==> src/rtl/exp_sweep_ctrl.sv <==
// exp_sweep_ctrl: walks a VARS-input expression through all vectors, captures its truth table and checks it against an expected table
module exp_sweep_ctrl #(
  parameter int VARS = 4,
  parameter int SETTLE = 1
) (
  input  logic                  clk,
  input  logic                  rst,
  input  logic                  start,
  input  logic [(1<<VARS)-1:0]  expected,
  input  logic                  y_in,
  output logic [VARS-1:0]       stim,
  output logic                  busy,
  output logic                  done,
  output logic [(1<<VARS)-1:0]  table_out,
  output logic                  mismatch,
  output logic [VARS:0]         err_count,
  output logic [VARS-1:0]       first_err_idx
);
  localparam int N = 1 << VARS;
  localparam int CW = SETTLE > 0 ? $clog2(SETTLE + 1) : 1;
  typedef enum logic [1:0] {IDLE, RUN, FIN} state_t;
  state_t state, state_nx;
  logic [VARS-1:0] idx;
  logic [CW-1:0] cnt;
  logic [N-1:0] exp_q;
  logic slot_end, last, accept;
  assign slot_end = cnt == CW'(SETTLE);
  assign last = idx == VARS'(N - 1);
  assign accept = start && state != RUN;
  always_ff @(posedge clk)
    if (rst) state <= IDLE;
    else state <= state_nx;
  always_comb begin
    state_nx = state;
    case (state)
      IDLE: state_nx = start ? RUN : IDLE;
      RUN: state_nx = slot_end && last ? FIN : RUN;
      default: state_nx = start ? RUN : IDLE;
    endcase
  end
  always_comb begin
    busy = state == RUN;
    done = state == FIN;
    stim = state == RUN ? idx : '0;
  end
  // y_in is only looked at on the edge that closes a slot, so mid-slot glitches never reach the table
  always_ff @(posedge clk)
    if (rst) begin
      exp_q <= '0;
      table_out <= '0;
      err_count <= '0;
      mismatch <= 1'b0;
      first_err_idx <= '0;
      idx <= '0;
      cnt <= '0;
    end else if (accept) begin
      exp_q <= expected;
      table_out <= '0;
      err_count <= '0;
      mismatch <= 1'b0;
      first_err_idx <= '0;
      idx <= '0;
      cnt <= '0;
    end else if (state == RUN) begin
      if (slot_end) begin
        table_out[idx] <= y_in;
        if (y_in != exp_q[idx]) begin
          err_count <= err_count + (VARS+1)'(1);
          if (!mismatch) begin
            first_err_idx <= idx;
            mismatch <= 1'b1;
          end
        end
        idx <= last ? idx : idx + VARS'(1);
        cnt <= '0;
      end else cnt <= cnt + CW'(1);
    end
endmodule

==> config.mk <==
export PLATFORM = sky130hd
export DESIGN_NAME = exp_sweep_ctrl
export DESIGN_NICKNAME = d
export VERILOG_FILES = /design/src/rtl/exp_sweep_ctrl.sv
export SDC_FILE = /design/constraint.sdc
export NUM_CORES = 1
export LEC_CHECK = 0
export CORE_ASPECT_RATIO = 1.4
export CORE_UTILIZATION = 49
export CTS_BUF_LIST = sky130_fd_sc_hd__clkbuf_16
export DETAILED_ROUTE_END_ITERATION = 7
export GPL_TIMING_DRIVEN = 0
export MAX_ROUTING_LAYER = met4
export PLACE_DENSITY_LB_ADDON = 0.25
export SYNTH_ARGS = -nofsm -noshare
export SYNTH_HDL_FRONTEND = slang
export SYNTH_SLANG_ARGS = --single-unit
==> constraint.sdc <==
create_clock -name clk -period 3.2 [get_ports clk]
set_clock_uncertainty 0.05 [all_clocks]
set_input_delay 0.32 -clock clk [delete_from_list [all_inputs] [get_ports clk]]
set_output_delay 0.32 -clock clk [all_outputs]
set_load 0.02 [all_outputs]
== After elaboration in Yosys (flattened, before gate mapping) ==
Cells that the tools add are included.
Word-level totals
  register bits after elaboration: 49
  bits of input ports: 20
Cells by class
  $add $sub $neg: 3
  $lt $le $gt $ge: 2
  equal/unequal tests: 5
  muxes and demuxes: 10
  bitwise logic cells: 2
  reduce and logical (&&, ||, !) cells: 8
Operators by type and width (number)
  $bwmux W16: 1
  $reduce_and A3 Y1: 2
  $add A5 B1 Y5 const B: 1
  $lt A4 B5 Y1 const B: 1
  $add A4 B1 Y4 const B: 1
  $bmux W1 S4: 1
  $demux W1 S4: 1
  $eq A4 B4 Y1 const B: 1
  $ge A4 B1 Y1 const B: 1
  $mux W1: 4
  $mux W2: 2
  $mux W4: 1
  $reduce_and A4 Y1: 1
  $logic_and A1 B1 Y1: 3
  $eq A2 B1 Y1 const B: 1
  $eq A2 B2 Y1 const B: 1
  $ne A2 B1 Y1 const B: 1
  $not A1 Y1: 2
  $reduce_and A2 Y1: 1
  $reduce_or A2 Y1: 1
  $add A1 B1 Y1 const B: 1
  $ne A1 B1 Y1: 1

== Depth between registers and ports, before layout ==
Gate-level depths: netlist of the first run.
  depth after elaboration: 5
  gate-level depth with buffers: 7
  mapped depth without buffers: 6

== Worst setup path after synthesis of the first run ==
No wires, ideal clock.
  kind: reg2reg
  from: register idx[1]
  to: register err_count[3]
  setup time: 0.070 ns
  data arrival time: 2.181 ns
  data required time: 3.080 ns
  path slack: 0.899 ns
  stages on the path, launching flop included: 7
  clock period less this slack: 2.301 ns
  cells stage by stage: dfxtp_1 -> buf_6 -> mux4_2 -> mux4_2 -> mux2i_4 -> or3_1 -> a21oi_1
Between the ends
  cells in the longest elaborated chain, start to end: 4
Ends and longest elaborated chain
  start, declared: RTL line 23  | logic [VARS-1:0] idx;
  start signal, assigned: RTL line 74  | idx <= last ? idx : idx + VARS'(1);
  $bmux W1 S4: RTL line 67  | if (y_in != exp_q[idx]) begin
  $mux W1 (not written as such): RTL line 67
  $ne A1 B1 Y1: RTL line 67
  $reduce_and A3 Y1 (no source line)
  end signal, assigned: RTL line 68  | err_count <= err_count + (VARS+1)'(1);
  end, declared: RTL line 16  | output logic [VARS:0] err_count,
No other way between the ends. The select of a mux whose other input is x is not followed.
A chain may end at the register's enable or synchronous reset.

== Worst setup path after layout of the first run ==
  from: register idx[2]
  to: output stim[2]
Between the ends
  cells in the longest elaborated chain, start to end: 1
Ends and longest elaborated chain
  $mux W4: RTL line 44  | stim = state == RUN ? idx : '0;
  end, declared: RTL line 11  | output logic [VARS-1:0] stim,
No other way between the ends.

==> run summary, run 1 <==
CTS tree -> built
Mean Syn Cell Area -> 8.79 um^2
adder-cell share of the synthesized area -> 2.94%
die area -> 4610 um^2
post-synthesis compound-gate area fraction -> 8.29%
Antenna Cells -> 0
most frequent cells in the layout -> 50 x clkdlybuf4s50_1, 49 x dfxtp_1, 47 x nand2_1
Syn-to-layout area delta -> 32.6%
CTS sink cnt -> 49
Rel. slew slack -> 68.0%
Design Area, Final -> 2820 um^2
xor/xnor cell area share of the yosys netlist -> 1.65%
Max-cap violations -> 0
R2R Path Start -> idx[2]
met1 global-route usage -> 23.3%
vias post-DR -> 1838
dominant cells by area after synthesis -> dfxtp_1 46%, mux2i_1 8.5%, nand2_1 8.3%, nor2_1 6.7%, mux4_2 5.3%
commonest non-fill, non-tap cell in the layout -> clkdlybuf4s50_1
row count -> 28
clk slew on worst S/H paths -> 0.06 ns
minimum clock period -> 2.51 ns
clk_lat worst skew -> 0.29 ns
GRT Total Usage -> 22.2%
Critical Path AT -> 2.14 ns
status -> finished, violations left
worst hold path cell count -> 2
HP Start -> exp_q[3]
Initial DRC Count -> 79
post-synth top area share -> 46.1%
Unique masters post-synth -> 31
Synth Flop Type -> dfxtp_1
Antenna Nets Post-Route -> 0
synthesized cell area -> 2130 um^2
# setup viols final -> 0
largest family of logic cells by synthesized area -> simple AND/OR/NAND/NOR gates
FF-to-FF End -> err_count[3]
grt ovf -> 0
critical path startpoint category -> flop
H-tree Lvls -> 2
final hold violations -> 0
Slew Limit Fails -> 0
DR WL/cell -> 13.3 um
final WL -> 4.58 mm
largest net degree at the start of global routing -> 15
first-pass GRT wire length -> 7.61 mm
R2R depth -> 6
initial antenna violation count -> 0
Setup TNS Final -> 0 ns
CTS Buffer Depth -> 2
failing checks -> DRC
Starting Density -> 50.6%
Top Usage Layer GRT -> met2
GP Congestion -> 0.838
Post-route DRC -> 3
Max Clk Rate -> 399 MHz
CP Class -> reg -> out
Hold EP -> exp_q[3]
worst-margin pin slew -> 0.480 ns
CTS buffer count -> 5
CTS Hold Bufs -> 0
sequential-to-total area share from yosys stat -> 46.1%
maximum VDD drop -> 0.000349 V
vias in the first global route -> 1755
#FFs+latches synth -> 49
die height -> 80.0 um
Synth area leader -> dfxtp_1
Resize count post-CTS -> 0
Min-Delay Path Class -> reg -> reg
CTS root buffer -> clkbuf_16
met2 Use GR -> 39.9%
pwr dens -> 432 nW/um^2
Die Width -> 57.7 um
RSZ-0062 raised after global routing -> no
core region area -> 4200 um^2
mux cell area share after synthesis -> 15.5%
Detail Placement HPWL -> 3.40 mm
synth warn -> 0
WP data required -> 2.83 ns
layout cells sized above 1 -> 5.00%
Post-synth EDFFs -> 0
number of cells produced by synthesis -> 242
post-CTS setup buffers -> 0
leakage -> 0.963 nW
Placed Area -> 2680 um^2
FFs w/ async S/R, synth -> 0%
fin crit share -> 78.3%
flop2flop setup slack -> 0.74 ns
syn nets -> 267
CP max FO -> 10
nets -> 324
port buffer count -> 50
met3 Resource Use GR -> 4.70%
Pre-antenna DRT Iters -> 8
crit end category -> output pin
simple-gate share of the synthesized area -> 21.8%
IO Count -> 52
vias per inst -> 5.33
==> sequential cells by signal, indices dropped and copies added, names as in the netlist <==
register and count:
exp_q 16, table_out 16, err_count 5, first_err_idx 4, idx 4, state 2, cnt 1, mismatch 1
==> routing by layer <==
metal	share of wire [%]	routed length, um	vias to the layer above
met5	0	0	-
met4	2.1	97	0
met3	3.1	143	13
met2	54	2460	48
met1	41	1880	854
li1	-	-	923
==> power by group <==
part	internal [W]	switching, W
clock	0.000283	0.000210
combinational	0.0000441	0.0000495
sequential	0.000624	0.00000847
total	0.000951	0.000268
==> layout make-up <==
class                   count  area (um^2)
fillers                   369         1380
multi-input cells         174         1070
flip-flops and latches     49          981
repair buffers             50          500
clock buffers               5          125
plain buffers              14         60.1
well taps                  45         56.3
inverters                   5         18.8
clock inverters             3         12.5
==> synth_stat cells, types with 3 or more instances <==
library cell   n
xnor2_1        3
and2_1         3
dfxtp_1       49
nand2b_1       5
a21oi_1       22
inv_1          5
clkbuf_1      12
nor2_1        38
nand2_1       47
mux2i_1       18
nor3_1         6
ha_1           5
mux4_2         5
==> kinds of logic after synthesis <==
kind of cell,after synthesis
simple gates,108
flops,49
fa+ha+maj,5
compound gates,32
buf+inv,19
xor+xnor,4
mux,25
==> per-stage QoR <==
stage / util (%) / std cells / setup slack [ns] / hold WS (ns) / power, W
final: 67.1 / 345 / 0.694 / 0.407 / 0.00122
after detailed placement: 63.8 / 337 / 0.749 / 0.397 / 0.000740
after global placement: 63.8 / 337 / 0.788 / 0.390 / 0.000737
after CTS: 67.1 / 345 / 0.707 / 0.406 / 0.00123
after floorplan: - / 242 / 0.899 / 0.383 / 0.000698
after global routing: 67.1 / 345 / 0.617 / 0.428 / 0.00127
==> worst max path at each step <==
| stage | startpoint | end | slack (ns) | cells past startpoint |
|---|---|---|---|---|
| 3_3_place_gp | idx[1] | err_count[2] | 0.79 | 6 |
| 5_1_grt | idx[1] | err_count[3] | 0.62 | 6 |
| 3_5_place_dp | idx[1] | err_count[3] | 0.75 | 6 |
| 6_report | idx[2] | stim[2] | 0.69 | 4 |
| 2_1_floorplan | idx[1] | err_count[3] | 0.90 | 6 |
| 4_1_cts | idx[2] | stim[2] | 0.71 | 4 |
==> critical path, stage by stage (launching register included) <==
cell and delay [ns]:
dfxtp_1 0.31, clkbuf_1 0.35, clkbuf_1 0.40, and2_1 0.19
clkdlybuf4s50_1 0.60
(Power assumes the default switching activity.)
==> run 2, diff against run 1 <==
--- a/config.mk
+++ b/config.mk
@@ -6,7 +6,7 @@
 export NUM_CORES = 1
 export LEC_CHECK = 0
 export CORE_ASPECT_RATIO = 1.4
-export CORE_UTILIZATION = 49
+export CORE_UTILIZATION = 44
 export CTS_BUF_LIST = sky130_fd_sc_hd__clkbuf_16
 export DETAILED_ROUTE_END_ITERATION = 7
 export GPL_TIMING_DRIVEN = 0
==> constraint.sdc (replaced) <==
create_clock -name clk -period 2.2 [get_ports clk]
set_clock_uncertainty 0.05 [all_clocks]
set_input_delay 0.22 -clock clk [delete_from_list [all_inputs] [get_ports clk]]
set_output_delay 0.22 -clock clk [all_outputs]
set_load 0.02 [all_outputs]
==> run 2 against run 1 <==
Net effect:
- the run ends with setup timing left
- total power up 45%
- first-iteration DRC count shrank 38%
- non-clock buffer count up 3
- final cell count is 5.5% higher
- critical path depth rose by 2
- critical endpoint is now err_count[2]
- largest power group unchanged
- highest routed layer unchanged
==> run summary, run 2 (synthesized netlist as in run 1, its figures left out) <==
Syn-to-layout area delta -> 35.3%
pwr dens -> 613 nW/um^2 (+42%)
worst-margin pin slew -> 0.499 ns (+0.0194 ns)
maximum VDD drop -> 0.000526 V (+51%)
final non-filler cell total -> 364 (+5.5%)
crit end category -> flop
CTS tree -> built
Max-cap violations -> 0 (unchanged)
Min Hold Slack -> 0.371 ns (-0.0360 ns)
vias in the first global route -> 1760 (+0.28%)
WP data required -> 2.37 ns (-0.46 ns)
Top Usage Layer GRT -> met2
Antenna Nets Post-Route -> 0 (unchanged)
Max Clk Rate -> 421 MHz
row count -> 29 (+3.6%)
port buffer count -> 50 (unchanged)
initial antenna violation count -> 0 (unchanged)
Die Width -> 60.8 um (+5.3%)
most frequent cells in the layout -> 50 x clkdlybuf4s50_1, 48 x dfxtp_1, 47 x nand2_1
die height -> 84.3 um (+5.4%)
vias post-DR -> 1795 (-2.3%)
PnR worst setup slack -> -0.175 ns (-0.869 ns)
Detail Placement HPWL -> 3.35 mm (-1.4%)
Antenna Cells -> 0 (unchanged)
placed cells -> 354 (+5.0%)
Min-Delay Path Class -> in -> reg
vias per inst -> 4.93 (-7.4%)
largest net degree at the start of global routing -> 14 (-1)
register area -> 982 um^2 (+0.13%)
critical path startpoint category -> flop
Starting Density -> 46.5% (-4.1 points)
first-pass GRT wire length -> 7.75 mm (+1.8%)
nets -> 327 (+0.93%)
total power -> 0.00176 W (+45%)
number of fill cells -> 432 (+17%)
CTS root buffer -> clkbuf_16
multi-input logic area -> 1070 um^2 (+0.70%)
RSZ-0062 raised after global routing -> yes
Pre-antenna DRT Iters -> 5 (-3)
pre-CTS setup slack -> -0.227 ns (-0.976 ns)
Regs by FF count -> exp_q (16), table_out (16), err_count (5)
CTS Buffer Depth -> 2 (unchanged)
H-tree Lvls -> 2 (unchanged)
final hold violations -> 0 (unchanged)
core region area -> 4570 um^2 (+8.7%)
DR WL/cell -> 12.6 um (-4.8%)
CP Class -> reg -> reg
Initial DRC Count -> 49 (-38%)
CP max FO -> 8 (-2)
status -> finished, violations left
CTS sink cnt -> 49 (unchanged)
met2 Use GR -> 36.5% (-3.4 points)
leakage -> 0.988 nW (+2.6%)
clk_lat worst skew -> 0.29 ns (about the same)
layout cells sized above 1 -> 6.95% (+2.0 points)
GRT Total Usage -> 20.9% (-1.2 points)
IO Count -> 52 (unchanged)
Rel. slew slack -> 66.7% (-1.3 points)
met3 Resource Use GR -> 5.39% (+0.69 points)
CTS buffer count -> 5 (unchanged)
clk slew on worst S/H paths -> 0.06 ns (about the same)
die area -> 5120 um^2 (+11%)
Slew Limit Fails -> 0 (unchanged)
grt ovf -> 0 (unchanged)
failing checks -> setup timing
final WL -> 4.60 mm (+0.48%)
# setup viols final -> 10 (+10)
GP Congestion -> 0.784 (-6.4%)
met1 global-route usage -> 21.9% (-1.5 points)
Post-route DRC -> 0 (-3)
minimum clock period -> 2.38 ns
Critical Path AT -> 2.54 ns (+0.40 ns)
fin crit share -> 108%
commonest non-fill, non-tap cell in the layout -> clkdlybuf4s50_1
==> run 2: final timing paths <==
path	slack (ns)	end	cells after the start	startpoint
worst max-delay path	-0.18	err_count[2]	6	idx[1]
worst min-delay path	0.37	table_out[0]	3	y_in
worst max register to register	-0.18	err_count[2]	6	idx[1]
worst min register to register	0.40	exp_q[7]	2	exp_q[7]
==> run 2: layout make-up <==
type                            instances  share of cell area (%)
Timing Repair Buffer                   54                    18.6
Multi-Input combinational cell        174                    37.3
Clock buffer                            5                    4.35
Tap cell                               62                    2.70
Buffer                                 13                    2.00
Clock inverter                          2                   0.261
Sequential cell                        49                    34.1
Inverter                                5                   0.652
==> run 2: per-stage QoR <==
step                      area [um^2]  TNS [ns]  util, %
after floorplan                  2130    -0.140        -
after global placement           2710    -0.999     59.2
after detailed placement         2710     -1.07     59.2
after CTS                        2870     -1.15     62.9
after global routing             2880     -2.02     62.9
final                            2880     -1.14     62.9
==> run 2: repair_timing <==
item,CTS,global route
gates resized for setup,2,1
hold buffers,0,0
setup buffers,4,0
gates cloned,0,0
pin swaps,1,1
endpoints found under the setup margin,11,16
==> run 2: critical path, stage by stage, from the launching register on <==
cell     delay [ns]
dfxtp_2        0.34
buf_6          0.13
mux4_2         0.50
mux4_2         0.56
mux2i_4        0.26
or3_1          0.33
a21oi_1        0.13
==> run 2: routing by layer <==
| layer | part of all wire (%) | vias to the layer above |
|---|---|---|
| met5 | 0 | - |
| met4 | 1.6 | 0 |
| met3 | 3.2 | 8 |
| met2 | 55 | 32 |
| met1 | 41 | 830 |
| li1 | - | 925 |
==> run 2: where the power goes <==
| part | internal [W] | total [W] | leakage [nW] | switching (W) |
|---|---|---|---|---|
| registers | 0.000908 | 0.000920 | 0.398 | 0.0000120 |
| logic | 0.0000657 | 0.000138 | 0.522 | 0.0000725 |
| clock network | 0.000406 | 0.000706 | 0.0685 | 0.000300 |
